--- config.mk ---
export PLATFORM = sky130hd
export DESIGN_NAME = shared_ram_arbiter
export DESIGN_NICKNAME = d
export VERILOG_FILES = /design/src/rtl/shared_ram_arbiter.sv
export SDC_FILE = /design/constraint.sdc
export NUM_CORES = 1
export LEC_CHECK = 0
export ABC_AREA = 1
export CORE_MARGIN = 3
export CORE_UTILIZATION = 56
export CTS_CLUSTER_DIAMETER = 40
export CTS_CLUSTER_SIZE = 8
export DETAILED_ROUTE_END_ITERATION = 10
export DONT_BUFFER_PORTS = 1
export GPL_TIMING_DRIVEN = 0
export PLACE_DENSITY = 0.71
export SYNTH_ARGS = -nofsm -noshare
export SYNTH_HDL_FRONTEND = slang
export SYNTH_SLANG_ARGS = --single-unit
--- constraint.sdc ---
create_clock -name clk -period 2.67 [get_ports clk]
set_input_delay 0.267 -clock clk [delete_from_list [all_inputs] [get_ports clk]]
set_output_delay 0.267 -clock clk [all_outputs]
set_load 0.02 [all_outputs]
--- src/rtl/shared_ram_arbiter.sv ---
// Round-robin arbiter that time-shares one single-port 256x8 RAM among NUM_REQ requesters.
// One command is latched per grant; RAM strobes, ack and read data all come from registers.
module shared_ram_arbiter #(
    parameter int NUM_REQ = 4,
    parameter int ADDR_W  = 8,
    parameter int DATA_W  = 8,
    parameter int IDX_W   = 2
) (
    input  logic                      clk,
    input  logic                      rst_n,
    input  logic [NUM_REQ-1:0]        req_i,
    input  logic [NUM_REQ-1:0]        we_i,
    input  logic [NUM_REQ*ADDR_W-1:0] addr_i,
    input  logic [NUM_REQ*DATA_W-1:0] wdata_i,
    output logic [NUM_REQ-1:0]        ack_o,
    output logic [DATA_W-1:0]         rdata_o,
    output logic [IDX_W-1:0]          grant_id_o,
    output logic                      busy_o,
    output logic                      mem_enable_o,
    output logic                      mem_write_o,
    output logic                      mem_read_o,
    output logic [ADDR_W-1:0]         mem_address_o,
    output logic [DATA_W-1:0]         mem_data_in_o,
    input  logic [DATA_W-1:0]         mem_data_out_i
);

    typedef enum logic [1:0] {IDLE, ISSUE, RDATA, DONE} state_t;

    state_t              state_q;
    logic [IDX_W-1:0]    lastGnt_q;
    logic [IDX_W-1:0]    idx_q;
    logic                we_q;
    logic [NUM_REQ-1:0]  ack_q;
    logic [DATA_W-1:0]   rdata_q;
    logic                memEnable_q;
    logic                memWrite_q;
    logic                memRead_q;
    logic [ADDR_W-1:0]   memAddress_q;
    logic [DATA_W-1:0]   memDataIn_q;

    logic                winFound_d;
    logic [IDX_W-1:0]    winIdx_d;
    logic                winWe_d;
    logic [ADDR_W-1:0]   winAddr_d;
    logic [DATA_W-1:0]   winData_d;
    logic [NUM_REQ-1:0]  ackOneHot_d;
    logic [IDX_W:0]      candSum;
    logic [IDX_W-1:0]    cand;

    // Scan starts just after the last grant, so the previous winner is always checked last.
    always_comb begin
        winFound_d = 1'b0;
        winIdx_d   = '0;
        candSum    = '0;
        cand       = '0;
        for (int k = 1; k <= NUM_REQ; k++) begin
            candSum = {1'b0, lastGnt_q} + (IDX_W+1)'(k);
            if (candSum >= (IDX_W+1)'(NUM_REQ)) begin
                candSum = candSum - (IDX_W+1)'(NUM_REQ);
            end
            cand = candSum[IDX_W-1:0];
            if (!winFound_d && req_i[cand]) begin
                winFound_d = 1'b1;
                winIdx_d   = cand;
            end
        end
    end

    always_comb begin
        winWe_d     = 1'b0;
        winAddr_d   = '0;
        winData_d   = '0;
        ackOneHot_d = '0;
        for (int i = 0; i < NUM_REQ; i++) begin
            if (winIdx_d == IDX_W'(i)) begin
                winWe_d   = we_i[i];
                winAddr_d = addr_i[i*ADDR_W +: ADDR_W];
                winData_d = wdata_i[i*DATA_W +: DATA_W];
            end
            ackOneHot_d[i] = (idx_q == IDX_W'(i));
        end
    end

    // RAM strobes are loaded on the grant edge so they are live for exactly the ISSUE cycle.
    always_ff @(posedge clk or negedge rst_n) begin
        if (!rst_n) begin
            state_q      <= IDLE;
            lastGnt_q    <= IDX_W'(NUM_REQ - 1);
            idx_q        <= '0;
            we_q         <= 1'b0;
            ack_q        <= '0;
            rdata_q      <= '0;
            memEnable_q  <= 1'b0;
            memWrite_q   <= 1'b0;
            memRead_q    <= 1'b0;
            memAddress_q <= '0;
            memDataIn_q  <= '0;
        end else begin
            case (state_q)
                IDLE: begin
                    if (winFound_d) begin
                        idx_q        <= winIdx_d;
                        lastGnt_q    <= winIdx_d;
                        we_q         <= winWe_d;
                        memEnable_q  <= 1'b1;
                        memWrite_q   <= winWe_d;
                        memRead_q    <= ~winWe_d;
                        memAddress_q <= winAddr_d;
                        memDataIn_q  <= winData_d;
                        state_q      <= ISSUE;
                    end
                end
                ISSUE: begin
                    memEnable_q  <= 1'b0;
                    memWrite_q   <= 1'b0;
                    memRead_q    <= 1'b0;
                    memAddress_q <= '0;
                    memDataIn_q  <= '0;
                    if (we_q) begin
                        ack_q   <= ackOneHot_d;
                        state_q <= DONE;
                    end else begin
                        state_q <= RDATA;
                    end
                end
                RDATA: begin
                    rdata_q <= mem_data_out_i;
                    ack_q   <= ackOneHot_d;
                    state_q <= DONE;
                end
                DONE: begin
                    ack_q   <= '0;
                    state_q <= IDLE;
                end
                default: state_q <= IDLE;
            endcase
        end
    end

    assign ack_o         = ack_q;
    assign rdata_o       = rdata_q;
    assign grant_id_o    = idx_q;
    assign busy_o        = (state_q != IDLE);
    assign mem_enable_o  = memEnable_q;
    assign mem_write_o   = memWrite_q;
    assign mem_read_o    = memRead_q;
    assign mem_address_o = memAddress_q;
    assign mem_data_in_o = memDataIn_q;

endmodule
* Word level (Yosys, flattened, before mapping)
Cells that the tools add are included.
** Word-level totals
- Bits of input ports :: 82
- Output and inout bits :: 34
- Word-level logic and storage cells :: 101
- Register bits after elaboration :: 38
** Operators by class
- Equal/unequal tests :: 11
- Bitwise gates (word level) :: 1
- $add $sub $neg :: 8
- Reduce and logical (&&, ||, !) cells :: 15
- Mux-type cells :: 47
- $lt $le $gt $ge :: 8
** Operators with widths (number)
- $mux 8 :: 10
- $pmux 8 s2 :: 2
- $mux 2 :: 9
- $mux 1 :: 16
- $eq 2x2->1 const B :: 6
- $ge 3x3->1 const B :: 4
- $lt 2x3->1 const B :: 4
- $pmux 4 s3 :: 1
- $bmux 1 s2 :: 4
- $pmux 2 s4 :: 1
- $sub 2x1->2 const B :: 4
- $add 2x2->3 const B :: 2
- $eq 2x1->1 const B :: 3
- $logic_not 2->1 :: 3
- $pmux 1 s2 :: 3
- $reduce_and 2->1 :: 3
- $mux 4 :: 1
- $ne 2x2->1 const B :: 2
- $reduce_bool 2->1 :: 2
- $add 2x1->3 const B :: 1
- $add 2x3->3 const B :: 1
- $logic_and 1x1->1 :: 3
- $logic_not 1->1 :: 3
- $reduce_bool 3->1 :: 1
- $not 1->1 :: 1

* Depth between registers and ports, before layout
- Word-level depth :: 23
- Mapped depth :: 19
- Gate-level depth less buffers :: 17

* Worst setup path before layout
OpenSTA, ideal clock, no wires.
- Kind :: register to register
- Start :: register lastGnt_q[0]
- End :: register memAddress_q[5], in the netlist mem_address_o[5]
- Period minus slack after synthesis :: 1.937 ns
- Buffers on the path :: 3
- Setup time :: 0.117 ns
- Stages on the path, launching flop included :: 16
- Required time :: 2.553 ns
- Path slack :: 0.733 ns
- Arrival time :: 1.820 ns
- Cell sequence :: dfstp_2 -> inv_2 -> buf_6 -> nand2_1 -> nand2_1 -> nand2_2 -> nand3_1 -> nor2_2 -> nand2_1 -> nand2_2 -> buf_6 -> nand2_4 -> buf_6 -> or2_0 -> nand3_1 -> nand2_1
** Between the ends
- Longest elaborated chain between the ends :: 22
- Elaborated cells on any way between the ends :: 50
- Classes of those cells :: add/sub (8); order compare (4); eq/ne (4); mux (26); reduce/logical (8)
** Ends and longest elaborated chain
- from (decl) :: line 30 : logic [IDX_W-1:0] lastGnt_q;
- from (signal assigned) :: line 88 : lastGnt_q <= IDX_W'(NUM_REQ - 1);
- from (signal assigned) :: line 103 : lastGnt_q <= winIdx_d;
- $add 2x1->3 :: line 57 : candSum = {1'b0, lastGnt_q} + (IDX_W+1)'(k);
- $ge 3x3->1 / $sub 2x1->2 (equally long branches) :: line 58, 59
- $mux 2 :: line 58 : if (candSum >= (IDX_W+1)'(NUM_REQ)) begin
- $bmux 1 s2 :: line 62 : if (!winFound_d && req_i[cand]) begin
- $mux 1 (not written as such) :: line 62
- $mux 1 :: line 62
- $logic_not 1->1 :: line 62
- $logic_and 1x1->1 :: line 62
- (+3 left out)
- $mux 1 :: line 62
- $logic_not 1->1 :: line 62
- $logic_and 1x1->1 :: line 62
- $mux 2 :: line 62
- $logic_not 2->1 :: line 75 : if (winIdx_d == IDX_W'(i)) begin
- $mux 8 (4 in series) :: line 75
- $mux 8 :: line 101 : if (winFound_d) begin
- $pmux 8 s2 :: line 99 : case (state_q)
- to (signal assigned) :: line 108 : memAddress_q <= winAddr_d;
- to (decl) :: line 38 : logic [ADDR_W-1:0] memAddress_q;
Several ways; a longest one is shown, not always the timed one. The select of a mux whose other input is x is not followed.
A chain may end at the register's enable or synchronous reset.

* Worst setup path after layout
Ends and elaborated chain as after synthesis.

==> metrics <==
Crit. End Element=flop; Worst Path Max Fanout=10; Die ar.=5490 um^2; post-DR vias/cell=5.35; grt total ovfl=0; share of layout cells above drive strength 1=15.0%; final clock skew=0.0123 ns; hold path startpoint=mem_data_out_i[6]; CTS Sinks=38; Mean Syn Cell Area=6.88 um^2; post-DP HPWL=4910 um; largest net degree at the start of global routing=39; NumNets Final=473; Hold Fails Final Rpt=0; clock buffer depth=2; endpoints failing setup=0; number of synthesized flops with an enable pin=0; Slew HR=62.5%; n_diodes=0; top cell type's share of synthesized area=34.7%; Worst setup startpoint=lastGnt_q[0]$_DFFE_PN1P_; initial antenna violation count=0; DRT iter0 DRCs=84; utilization after layout=62.7%; # port buffers=0; ys flop type=dfrtp_1; CTS buffer count=5; post-synthesis net count=464; synth cell count leaders=135 x nand2_1, 47 x inv_1, 37 x nand3_1; most common cell in the netlist=nand2_1; routed length per instance=14.4 um; Die X=74.1 um; post-synth cell types=29; Ports=116; end of the critical path=mem_address_o[5]$_DFFE_PN0P_; Synth area leaders=dfrtp_1 35%, nand2_1 20%, nand3_1 7.1%, inv_1 6.8%, o21ai_0 5.2%; setup slack, reg-to-reg=0.48 ns; Reg-to-Reg End=mem_address_o[5]$_DFFE_PN0P_; cell taking the most area after synthesis=dfrtp_1; FFs w/ async S/R, synth=100%; via count=2,345; Power Density=1650 nW/um^2; Max-Cap Viols=0; Setup crit start kind=flop; router iterations before antenna repair=4; Layout fillers=412; vias in the first global route=2,232; Final Max Tran Viols=0; clock period minus worst slack=2.19 ns; period utilization=81.9%; synthesized cell area=2590 um^2; CTS tree=yes; CP Data Required Time=2.86 ns; first-pass GRT wire length=9760 um; Clock Pin Slew Worst Setup and Hold Paths=0.08 ns; status=completed; number of H-tree levels=2; die extent in y=74.1 um; unrepaired setup endpoints after global routing=false; Starting Density=58.8%; Area Overhead vs Synth=6.70%; sequential area share after synthesis=36.7%; Gates resized, CTS repair=0; Placement Rows=24; Core Region=4410 um^2; highest ir drop seen on vdd=0.000689 V; count of state elements after synthesis=38; dpl ws=0.498 ns; Antenna Nets Post-Route=0; Ys Warns=0; # DRC=0; Leak=1.59 nW; r2r startpoint=lastGnt_q[0]$_DFFE_PN1P_; worst-margin pin slew=0.562 ns; Final Worst Setup Slack=0.482 ns; Total GRT Usage=22.8%; Skew-Pair Late Insertion Delay=0.29 ns; total chip power=4.57 mW; Data arrival, critical path=2.38 ns; routability congestion estimate=0.883; WS Path Type=flop to flop; Setup Total Neg Slack=0 ns; Worst R2R Path Depth=14; Routed Wire Length=6290 um; Hold WC Path Type=primary input to flop; Syn Inst Count=377; Root Buffer Master=clkbuf_8; FMAX=457 MHz
per-stage QoR:
stage          hold WS (ns)  std cells  cell area [um^2]
2_1_floorplan       -0.0286        377              2590
3_3_place_gp        -0.0277        429              2660
3_5_place_dp        -0.0278        429              2660
4_1_cts               0.127        438              2770
5_1_grt               0.119        438              2770
6_report              0.129        438              2770
final cells by class:
| cell class | count | area (um^2) | share of cell area (%) |
|---|---|---|---|
| tap | 52 | 65.1 | 2.35 |
| multi-input combinational | 272 | 1330 | 48.2 |
| buffer | 17 | 120 | 4.34 |
| clock buffer | 5 | 68.8 | 2.49 |
| sequential | 38 | 953 | 34.4 |
| clock inverter | 2 | 10.0 | 0.361 |
| timing repair buffer | 2 | 30.0 | 1.08 |
| inverter | 50 | 188 | 6.78 |
how the worst min path moves through the flow:
stage | cells past startpoint | slack, ns | to
floorplan | 0 | -0.03 | ack_o[0]$_DFFE_PN0P_
global placement | 0 | -0.03 | ack_o[2]$_DFFE_PN0P_
detailed placement | 0 | -0.03 | ack_o[2]$_DFFE_PN0P_
CTS | 1 | 0.13 | rdata_o[6]$_DFFE_PN0N_
global route | 1 | 0.12 | rdata_o[5]$_DFFE_PN0N_
finish | 1 | 0.13 | rdata_o[6]$_DFFE_PN0N_
cell families after synthesis:
kind of cell	after synthesis	share of synthesized area (%)
and+or+nand+nor	216	36.8
buffers and inverters	67	11.9
AOI/OAI and AO/OA	43	8.73
DFF	38	36.7
muxes	8	3.47
adders and majority gates	5	2.41
flip-flops by register name, summed over array words and instances, names as in the netlist, 2 cells and up:
register and flops:
state_q 2, mem_data_in_o 8, lastGnt_q 2, mem_address_o 8, rdata_o 8, grant_id_o 2
ack_o 4
placed cells by master (no fill, tap or decap):
| cell type | count |
|---|---|
| a21oi_1 | 4 |
| o21ai_2 | 1 |
| a21oi_2 | 1 |
| nor2_4 | 1 |
| nor2_2 | 2 |
| nand3_2 | 1 |
| nand3b_1 | 4 |
| clkbuf_1 | 1 |
| o21ai_0 | 27 |
| nand3_1 | 37 |
| buf_6 | 5 |
| nand2_2 | 5 |
| dfstp_2 | 2 |
| inv_2 | 3 |
| clkbuf_8 | 5 |
| buf_4 | 2 |
| nand4_1 | 4 |
| dlygate4sd3_1 | 1 |
| clkinv_2 | 2 |
| mux2_2 | 8 |
| inv_1 | 47 |
| a311oi_1 | 1 |
| buf_2 | 9 |
| nor2_1 | 14 |
| nor3_1 | 1 |
| dfrtp_1 | 36 |
| buf_12 | 1 |
| nand2_4 | 2 |
| nand2_1 | 135 |
| or2_0 | 2 |
| or2_2 | 8 |
| ha_1 | 5 |
| o21ai_1 | 9 |
power breakdown:
group          internal, mW  switching [mW]
clock network         0.175           0.198
logic                  1.06            1.88
registers             0.839           0.418
per-layer routing:
metal  track usage [%]  wire, um  vias up
li1                  -         -     1197
met1              26.9      2530     1048
met2              39.9      3130       89
met3              6.62       497       11
met4              6.84       125        0
met5                 0         0        -
critical path, stage by stage (launching register included):
cell,delay [ns]
dfstp_2,0.54
buf_4,0.16
nand2_1,0.06
nand2_1,0.12
inv_1,0.09
o21ai_2,0.15
nor2_2,0.06
nand2_1,0.08
nand2_2,0.07
buf_6,0.14
buf_2,0.19
o21ai_0,0.18
nand3_1,0.11
nand3_1,0.08
nand2_1,0.05
repair_timing:
item,4_1_cts,5_1_grt
endpoints found under the setup margin,0,0
endpoints found under the hold margin,38,0
buffers inserted,0,0
hold buffers,2,0
(Power assumes the default switching activity.)
